--- config.mk ---
export PLATFORM = sky130hd
export DESIGN_NAME = nes_clock_enable_gen
export DESIGN_NICKNAME = d
export VERILOG_FILES = /design/src/rtl/nes_clk_pkg.sv /design/src/rtl/frac_ce_div.sv /design/src/rtl/nes_clock_enable_gen.sv
export SDC_FILE = /design/constraint.sdc
export NUM_CORES = 1
export LEC_CHECK = 0
export CAP_MARGIN = 20
export CORE_AREA = 2 2 71 73
export CTS_BUF_LIST = sky130_fd_sc_hd__clkbuf_8
export CTS_CLUSTER_DIAMETER = 60
export CTS_CLUSTER_SIZE = 12
export DETAILED_ROUTE_END_ITERATION = 12
export DIE_AREA = 0 0 73 75
export PLACE_DENSITY = 0.66
export SLEW_MARGIN = 15
export SYNTH_ARGS = -nofsm -noshare
export SYNTH_HDL_FRONTEND = slang
export SYNTH_SLANG_ARGS = --single-unit
export TNS_END_PERCENT = 10
--- constraint.sdc ---
create_clock -name CLK_125MHZ -period 4.2 [get_ports CLK_125MHZ]
set_input_delay 0.84 -clock CLK_125MHZ [delete_from_list [all_inputs] [get_ports CLK_125MHZ]]
set_output_delay 0.84 -clock CLK_125MHZ [all_outputs]
set_load 0.05 [all_outputs]
--- src/rtl/nes_clk_pkg.sv ---
`default_nettype none
// ============================================================================
// Module : nes_clk_pkg
// Purpose: Shared constants for the NES single-clock enable generator.
//          Holds the default rate ratios, the lock delays, the CPU reset
//          length and a helper that sizes fractional accumulators.
// Ports  : none (package)
// Rev    : 1.0 - initial release
// ============================================================================
package nes_clk_pkg;

   // HDMI pixel rate relative to the 125 MHz master clock: 27/125 -> 27 MHz
   localparam int unsigned HDMI_NUM_DEF         = 27;
   localparam int unsigned HDMI_DEN_DEF         = 125;

   // PPU rate relative to the HDMI pixel rate: 341/1716 -> ~5.365 MHz
   localparam int unsigned PPU_NUM_DEF          = 341;
   localparam int unsigned PPU_DEN_DEF          = 1716;

   // Emulated PLL lock delays, in master cycles
   localparam int unsigned HDMI_LOCK_CYCLES_DEF = 25;
   localparam int unsigned PPU_LOCK_CYCLES_DEF  = 63;

   // Number of ppu_ce pulses the CPU reset outlasts the PPU reset
   localparam int unsigned CPU_RST_LEN_DEF      = 8;

   // Accumulator width for a divider with denominator den. Values stay
   // below den, so clog2(den) bits suffice; never return zero width.
   function automatic int unsigned acc_width(input int unsigned den);
      return (den < 2) ? 1 : $clog2(den);
   endfunction

endpackage : nes_clk_pkg
`default_nettype wire

--- src/rtl/frac_ce_div.sv ---
`default_nettype none
// ============================================================================
// Module : frac_ce_div
// Purpose: Fractional clock-enable divider. Emits NUM single-cycle pulses
//          for every DEN cycles in which en is high (Bresenham style).
// Ports  : clk - clock
//          rst - synchronous active-high reset; clears the accumulator and
//                forces ce low while asserted
//          en  - advance enable; the accumulator only moves when en=1
//          ce  - output enable pulse, only ever high when en=1
// Rev    : 1.0 - initial release
// ============================================================================
module frac_ce_div
   import nes_clk_pkg::*;
#(
   parameter int unsigned NUM = HDMI_NUM_DEF,
   parameter int unsigned DEN = HDMI_DEN_DEF
) (
   input  logic clk,
   input  logic rst,
   input  logic en,
   output logic ce
);

   localparam int unsigned W = acc_width(DEN);

   // One extra bit so acc + NUM cannot wrap before DEN is subtracted
   localparam logic [W:0]   NUM_EXT = (W+1)'(NUM);
   localparam logic [W:0]   DEN_EXT = (W+1)'(DEN);
   localparam logic [W-1:0] THRESH  = W'(DEN - NUM);

   generate
      if (NUM >= DEN) begin : g_bad_ratio
         $error("frac_ce_div: NUM (%0d) must be less than DEN (%0d)", NUM, DEN);
      end
   endgenerate

   logic [W-1:0] acc;
   logic [W:0]   acc_next;

   // A pulse fires when adding NUM would reach DEN, i.e. the running
   // fraction crosses an integer boundary.
   assign ce = en & ~rst & (acc >= THRESH);

   always_comb begin
      acc_next = {1'b0, acc} + NUM_EXT - (ce ? DEN_EXT : '0);
   end

   always_ff @(posedge clk) begin
      if (rst) begin
         acc <= '0;
      end else if (en) begin
         acc <= W'(acc_next);
      end
   end

endmodule : frac_ce_div
`default_nettype wire

--- src/rtl/nes_clock_enable_gen.sv ---
`default_nettype none
// ============================================================================
// Module : nes_clock_enable_gen
// Purpose: Single-clock replacement for the NES core clock tree. Derives the
//          HDMI, PPU and CPU clock enables from the 125 MHz master clock and
//          sequences emulated lock indications and domain resets.
// Ports  : CLK_125MHZ  - master clock (only clock)
//          rst_clocks  - synchronous active-high reset
//          hdmi_ce     - HDMI pixel enable (27/125 of master)
//          ppu_ce      - PPU enable (341/1716 of hdmi_ce)
//          cpu_ce      - CPU enable (every third ppu_ce)
//          cpu_phase   - CPU sub-phase 0..2, advanced by ppu_ce
//          locked_hdmi - HDMI lock indication (sticky)
//          locked      - full lock indication (sticky)
//          rst_tdms    - TMDS reset  (~locked_hdmi)
//          rst_hdmi    - HDMI reset  (~locked_hdmi)
//          rst_ppu     - PPU reset   (~locked)
//          rst_cpu     - CPU reset, released CPU_RST_LEN ppu_ce after rst_ppu
// Rev    : 1.0 - initial release
// ============================================================================
module nes_clock_enable_gen
   import nes_clk_pkg::*;
#(
   parameter int unsigned HDMI_NUM         = HDMI_NUM_DEF,
   parameter int unsigned HDMI_DEN         = HDMI_DEN_DEF,
   parameter int unsigned PPU_NUM          = PPU_NUM_DEF,
   parameter int unsigned PPU_DEN          = PPU_DEN_DEF,
   parameter int unsigned HDMI_LOCK_CYCLES = HDMI_LOCK_CYCLES_DEF,
   parameter int unsigned PPU_LOCK_CYCLES  = PPU_LOCK_CYCLES_DEF,
   parameter int unsigned CPU_RST_LEN      = CPU_RST_LEN_DEF
) (
   input  logic       CLK_125MHZ,
   input  logic       rst_clocks,
   output logic       hdmi_ce,
   output logic       ppu_ce,
   output logic       cpu_ce,
   output logic [1:0] cpu_phase,
   output logic       locked_hdmi,
   output logic       locked,
   output logic       rst_tdms,
   output logic       rst_hdmi,
   output logic       rst_ppu,
   output logic       rst_cpu
);

   localparam int unsigned HL_W = $clog2(HDMI_LOCK_CYCLES + 1);
   localparam int unsigned PL_W = $clog2(PPU_LOCK_CYCLES + 1);

   generate
      if (HDMI_LOCK_CYCLES < 1 || PPU_LOCK_CYCLES < 1 || CPU_RST_LEN < 1) begin : g_bad_cfg
         $error("nes_clock_enable_gen: lock cycles and CPU_RST_LEN must be >= 1");
      end
   endgenerate

   // ------------------------------------------------------------------
   // Fractional dividers
   // ------------------------------------------------------------------
   logic ppu_div_rst;

   // The PPU divider only runs once the HDMI side is locked, so its
   // phase is repeatable relative to locked_hdmi.
   assign ppu_div_rst = rst_clocks | ~locked_hdmi;

   frac_ce_div #(
      .NUM (HDMI_NUM),
      .DEN (HDMI_DEN)
   ) u_hdmi_div (
      .clk (CLK_125MHZ),
      .rst (rst_clocks),
      .en  (1'b1),
      .ce  (hdmi_ce)
   );

   frac_ce_div #(
      .NUM (PPU_NUM),
      .DEN (PPU_DEN)
   ) u_ppu_div (
      .clk (CLK_125MHZ),
      .rst (ppu_div_rst),
      .en  (hdmi_ce),
      .ce  (ppu_ce)
   );

   // ------------------------------------------------------------------
   // Lock sequencing: HDMI lock after HDMI_LOCK_CYCLES, full lock after a
   // further PPU_LOCK_CYCLES. Counters freeze once their lock is set.
   // ------------------------------------------------------------------
   logic [HL_W-1:0] hdmi_lock_cnt;
   logic [PL_W-1:0] ppu_lock_cnt;

   always_ff @(posedge CLK_125MHZ) begin
      if (rst_clocks) begin
         hdmi_lock_cnt <= '0;
         ppu_lock_cnt  <= '0;
         locked_hdmi   <= 1'b0;
         locked        <= 1'b0;
      end else if (!locked_hdmi) begin
         if (hdmi_lock_cnt == HL_W'(HDMI_LOCK_CYCLES - 1)) begin
            locked_hdmi <= 1'b1;
         end else begin
            hdmi_lock_cnt <= hdmi_lock_cnt + 1'b1;
         end
      end else if (!locked) begin
         if (ppu_lock_cnt == PL_W'(PPU_LOCK_CYCLES - 1)) begin
            locked <= 1'b1;
         end else begin
            ppu_lock_cnt <= ppu_lock_cnt + 1'b1;
         end
      end
   end

   assign rst_tdms = ~locked_hdmi;
   assign rst_hdmi = ~locked_hdmi;
   assign rst_ppu  = ~locked;

   // ------------------------------------------------------------------
   // CPU phase and CPU reset stretcher, both in the PPU enable domain.
   // rst_clocks is included so the reset takes effect on the very next
   // edge, before the registered locked has dropped.
   // ------------------------------------------------------------------
   logic [CPU_RST_LEN-1:0] cpu_rst_sr;

   always_ff @(posedge CLK_125MHZ) begin
      if (rst_clocks || rst_ppu) begin
         cpu_phase  <= 2'd0;
         cpu_rst_sr <= '1;
      end else if (ppu_ce) begin
         cpu_phase  <= (cpu_phase == 2'd2) ? 2'd0 : cpu_phase + 2'd1;
         cpu_rst_sr <= cpu_rst_sr << 1;
      end
   end

   assign cpu_ce  = ppu_ce & (cpu_phase == 2'd2) & ~rst_ppu;
   assign rst_cpu = cpu_rst_sr[CPU_RST_LEN-1];

endmodule : nes_clock_enable_gen
`default_nettype wire

## Yosys cells after proc, flatten, opt, wreduce, memory -nomap -nowiden

Index checks and enable logic that the tools add are counted.

| word-level totals | value |
|---|---|
| register bits after elaboration | 41 |
| bits of input ports | 2 |
| output and inout bits | 11 |
| word-level logic and storage cells | 42 |

| operators by class | value |
|---|---|
| add/sub/neg operators | 7 |
| order comparisons | 2 |
| eq/ne operators | 3 |
| muxes and demuxes | 7 |
| bitwise logic cells | 12 |
| reduce and logical (&&, ||, !) cells | 3 |

Operators by type and width:

| kind | number |
|---|---|
| adder 11 x 9 -> 11 bit (second input constant) | 1 |
| >= comparator 11 bit (second input constant) | 1 |
| two-way mux 11 bit | 1 |
| subtractor 11 bit | 1 |
| adder 7 x 5 -> 7 bit (second input constant) | 1 |
| >= comparator 7 bit (second input constant) | 1 |
| two-way mux 7 bit | 1 |
| subtractor 7 bit | 1 |
| adder 6 x 1 -> 6 bit (second input constant) | 1 |
| equality test 6 bit (second input constant) | 1 |
| NOT 1 bit | 6 |
| adder 5 x 1 -> 5 bit (second input constant) | 1 |
| bitwise AND 1 bit | 5 |
| equality test 5 bit (second input constant) | 1 |
| two-way mux 1 bit | 4 |
| AND reduction 3 bit | 1 |
| adder 2 x 1 -> 2 bit (second input constant) | 1 |
| equality test 2 bit (second input constant) | 1 |
| two-way mux 2 bit | 1 |
| AND reduction 2 bit | 1 |
| logical OR 1 bit | 1 |
| OR 1 bit | 1 |

## Logic depth before layout (Yosys ltp)

| depth | value |
|---|---|
| word-level depth | 7 |
| mapped depth | 16 |
| depth with buffers taken out | 14 |

## Modules after synthesis

Synthesis repeated with hierarchy kept, for this count alone.

| second synthesis, totals | value |
|---|---|
| cells, all modules | 285 |
| area, all modules | 2498.6 um2 |

By module, submodules not included:

| module | times used | cells an instance | area an instance (um2) | seq. area each (um2) |
|---|---|---|---|---|
| nes_clock_enable_gen | 1 | 115 | 1049.8 | 460.4 |
| frac_ce_div (u_ppu_div) | 1 | 102 | 859.6 | 220.2 |
| frac_ce_div (u_hdmi_div) | 1 | 68 | 589.3 | 140.1 |

## Least setup slack after synthesis

No wires, ideal clock.

| timing | value |
|---|---|
| path kind | input port to flip-flop |
| from | input port rst_clocks |
| to | register u_ppu_div.acc[10] |
| data arrival time | 3.844 ns |
| setup slack | 0.276 ns |
| stages on the path | 14 |
| cell sequence | or3_1 buf_6 clkinv_4 nand4_4 buf_2 inv_1 ha_1 inv_1 ha_1 a2111o_1 nand3_1 mux2_2 a211o_1 o211ai_1 |

| on the way | value |
|---|---|
| longest elaborated chain between the ends | 6 |
| elaborated cells between the ends (all ways) | 8 |

Ends and longest elaborated chain:

| item | line | text |
|---|---|---|
| start: declaration | nes_clock_enable_gen.sv:33 | `input logic rst_clocks,` |
| NOT 1 bit or OR 1 bit (tied branches) | frac_ce_div.sv:43, nes_clock_enable_gen.sv:62 |  |
| bitwise AND 1 bit or NOT 1 bit (tied branches) | frac_ce_div.sv:43 | `assign ce = en & ~rst & (acc >= THRESH);` |
| bitwise AND 1 bit * (2 in a row) | frac_ce_div.sv:43 |  |
| named net ppu_ce | nes_clock_enable_gen.sv:35 | `output logic ppu_ce,` |
| two-way mux 11 bit * | frac_ce_div.sv:46 | `acc_next = {1'b0, acc} + NUM_EXT - (ce ? DEN_EXT : '0);` |
| subtractor 11 bit * | frac_ce_div.sv:46 |  |
| end signal: assignment | frac_ce_div.sv:53 | `acc <= W'(acc_next);` |
| end: declaration | frac_ce_div.sv:38 | `logic [W-1:0] acc;` |

Mark *: on every way through the listed nets, which the timed path passes. The rest lies on a longest branch.
A chain may end at the register's enable or synchronous reset.

## Final worst setup path

| timing | value |
|---|---|
| from | input port rst_clocks |
| to | register u_ppu_div.acc[10] |

| on the way | value |
|---|---|
| longest elaborated chain between the ends | 6 |
| elaborated cells between the ends (all ways) | 8 |

Ends and longest elaborated chain:

| item | line |
|---|---|
| NOT 1 bit or OR 1 bit (tied branches) | frac_ce_div.sv:43, nes_clock_enable_gen.sv:62 |
| bitwise AND 1 bit or NOT 1 bit (tied branches) | frac_ce_div.sv:43 |
| bitwise AND 1 bit (2 in a row) | frac_ce_div.sv:43 |
| two-way mux 11 bit | frac_ce_div.sv:46 |
| subtractor 11 bit | frac_ce_div.sv:46 |

Parallel ways exist; a longest one is shown, timed or not.

==> results by group <==
Die
  – Initial core utilization: between 40% and 50%
  – Core area: roughly 4700 µm²
  – # rows: 25
  – Die extent in y: 75 µm
  – I/O pins: 13
  – DIE AREA: 5480 µm²
  – Die X: around 73 µm

Timing
  – Final slew viol count: 0
  – Unrepaired setup endpoints after global routing: no
  – Slew Limit Headroom: around two thirds
  – Final min period: ~3.6 ns
  – Total negative slack: 0 ns
  – Clk_skew: about 0.0037 ns
  – PnR worst setup slack: 0.637 ns
  – Setup-failing EPs final: 0
  – Fin crit share: 84.8%
  – Hold Fails Final Rpt: 0
  – F_max: about 0.28 GHz
  – Tightest Pin Transition: between 0.4 and 0.5 ns

Clocking
  – Root buf cell: clkbuf_8
  – CTS-repair resized insts: 0
  – TritonCTS Sinks: approximately 40
  – Setup Buffers After CTS: 0
  – Clk buf depth: 2
  – Skew-Pair Late Insertion Delay: roughly 0.29 ns
  – Hold-fix buffer count after cts: 0
  – CTS H-Tree Depth: 2
  – CTS buffer count: 5
  – CTS tree: yes
  – Clk pin slew, worst setup/hold paths: ~0.080 ns

Synth
  – Syn_nets: 290
  – Post-Syn Area per Cell: between 8 and 9 µm²
  – Asr flop ratio synth: 0%
  – Flops & latches, synth: between 40 and 50
  – Ys Warns: 0
  – Instance count of the mapped netlist: roughly 260
  – Sequential fraction of the synthesis area: 36.3%
  – Post-synth cell types: 38
  – Mapped cell area: about 2300 µm²
  – Top_reg_cell synth: dfxtp_1
  – Post-synth EDFFs: 0

Placement
  – Placer Congestion: around 0.8
  – Dpl hpwl: approximately 2800 µm
  – Placed Cells: ~330
  – DP Worst Slack: between 0.3 and 0.4 ns
  – I/O Buffers: 12

Route
  – Routed wire length: 3750 µm
  – 1st-iter DRT viols: 47
  – Vias/cell: just over 5
  – First-pass DRT Iterations: 4
  – Via count: approximately 1700
  – Post-route antenna net violation count: 0
  – Drc violations: 0
  – Drt wl/cell: between 10 and 15 µm

Critical path
  – Register-to-Register Path Depth: 13
  – Critical Path RT: roughly 4.4 ns
  – CP Data Arrival Time: around 3.8 ns
  – R2R setup slack: 1.09 ns
  – Largest stage delay on the critical path: 0.46 ns
  – Top Family by Delay on Critical Path: buffers and inverters
  – Worst Path Buf+Inv: 4
  – CP startpoint kind: primary input
  – Worst Path Max Fanout: 4
  – CP Depth: 13
  – Crit path kind: primary input to register
  – Worst Setup End Kind: register
  – Critical path cell sequence: clkdlybuf4s50_1 > or3_1 > clkinv_4 > nand4_4 > inv_1 > ha_1 > inv_1 > ha_1 > a2111o_1 > nand3_1 > mux2_2 > a211o_1 > o211ai_1
  – Crit path from: rst_clocks
  – Worst setup path endpoint: u_ppu_div.acc[10]
  – Crit path max-delay cell type: clkdlybuf4s50_1
  – Reg2reg end: u_ppu_div.acc[10]
  – Start of the worst register-to-register path: u_ppu_div.acc[0]

Run
  – Max-cap violations: 0

Global route
  – Initial antenna violation count: 0
  – Total congestion overflow: 0
  – First-pass GRT wire length: 6620 µm
  – Largest net degree at the start of global routing: 19
  – Vias in the first global route: 1540
  – GRT Overall Usage: approximately 16%

Cells and area
  – Layout cells sized above 1: under 10%
  – Core Util, Final: a little under three fifths
  – Finished Layout Cells: around 330
  – Antenna fix cells: 0
  – Area delta synth->final: 14.0%
  – Nets@finish: 307

Power and ir drop
  – Final Power: approximately 900 µW
  – Leak pwr: 1.11 nW
  – PwrDens: 359 nW/µm²
  – Maximum vdd ir drop: roughly 260 µV

Outcome
  – Outcome: finished, final reports clean

Worst hold path
  – HP Class: register to register
-- metal layers --
metal,vias up,part of all wire (%),track usage (%)
met3,7,2.4,4.02
met5,-,0,0
met1,766,52,19.7
met2,12,44,25.3
met4,0,1.7,7.61
li1,897,-,-
-- sequential cells by signal, summed over array words and instances, names as in the netlist --
register        flops
ppu_lock_cnt        6
u_ppu_div.acc      11
hdmi_lock_cnt       5
u_hdmi_div.acc      7
locked              1
cpu_phase           2
cpu_rst_sr          8
locked_hdmi         1
-- tightest hold or removal path: stages, from the launching register on --
cell     delay [ns]
dfxtp_1        0.31
nand2_1        0.05
a21oi_1        0.05
-- synthesized netlist by cell type (all sizes together), types with 4 or more instances --
cell	number	area, µm²
a21oi	12	60.1
buf	4	28.8
clkbuf	4	15.0
dfxtp	41	821
ha	26	325
inv	25	93.8
mux2i	8	80.1
nand2	33	124
nand2b	6	37.5
nand3	6	30.0
nor2	28	105
nor2b	5	31.3
o21ai	9	45.0
xnor2	11	96.3
xor2	11	96.3
-- cell type report --
cell class,count,area [µm²]
Multi-Input combinational cell,186,1290
Timing Repair Buffer,18,195
Tap cell,54,67.6
Sequential cell,41,821
Inverter,26,103
Fill cell,444,2090
Clock inverter,2,13.8
Clock buffer,6,82.6
-- where the power goes --
group	total [mW]	switching (mW)	leakage, nW	internal [mW]
Sequential	0.434	0.0162	0.333	0.417
Clock	0.273	0.140	0.0512	0.133
Combinational	0.216	0.112	0.729	0.104
-- kinds of logic after synthesis --
kind of cell | Yosys count | synth area share, %
simple gates | 92 | 18.9
flops | 41 | 36.3
compound gates | 36 | 10.4
buf+inv | 34 | 6.48
fa+ha+maj | 27 | 15.3
xor+xnor | 22 | 8.53
mux | 9 | 4.04
-- through the flow --
stage / area (µm²) / hold slack, ns
floorplan: 2260 / 0.426
global route: 2570 / 0.487
global placement: 2480 / 0.435
detailed placement: 2480 / 0.446
CTS: 2570 / 0.458
finish: 2570 / 0.456
-- cells in the final DEF, fill, tap and decap left out, drive strengths merged, types with 3 or more instances in the layout --
| master | instances |
|---|---|
| ha | 26 |
| nor3 | 3 |
| clkbuf | 6 |
| nand4 | 3 |
| a21o | 3 |
| dfxtp | 41 |
| or3 | 3 |
| xnor2 | 11 |
| xor2 | 11 |
| and3 | 3 |
| clkinv | 3 |
| nand3 | 6 |
| a21oi | 12 |
| nand2 | 33 |
| o21ai | 9 |
| inv | 25 |
| nor2b | 5 |
| mux2i | 8 |
| buf | 9 |
| nor2 | 28 |
| a211oi | 3 |
| nand2b | 6 |
| clkdlybuf4s50 | 9 |
-- worst min path at each step --
| stage | start | to | cells after the start |
|---|---|---|---|
| final | u_ppu_div.acc[4] | u_ppu_div.acc[4] | 2 |
| after CTS | u_ppu_div.acc[4] | u_ppu_div.acc[4] | 2 |
| after global routing | u_ppu_div.acc[4] | u_ppu_div.acc[4] | 2 |
| after global placement | cpu_rst_sr[0] | cpu_rst_sr[0] | 1 |
| after floorplan | cpu_rst_sr[0] | cpu_rst_sr[0] | 1 |
| after detailed placement | u_ppu_div.acc[4] | u_ppu_div.acc[4] | 2 |
Note: power is estimated with default switching activity, not from simulation.
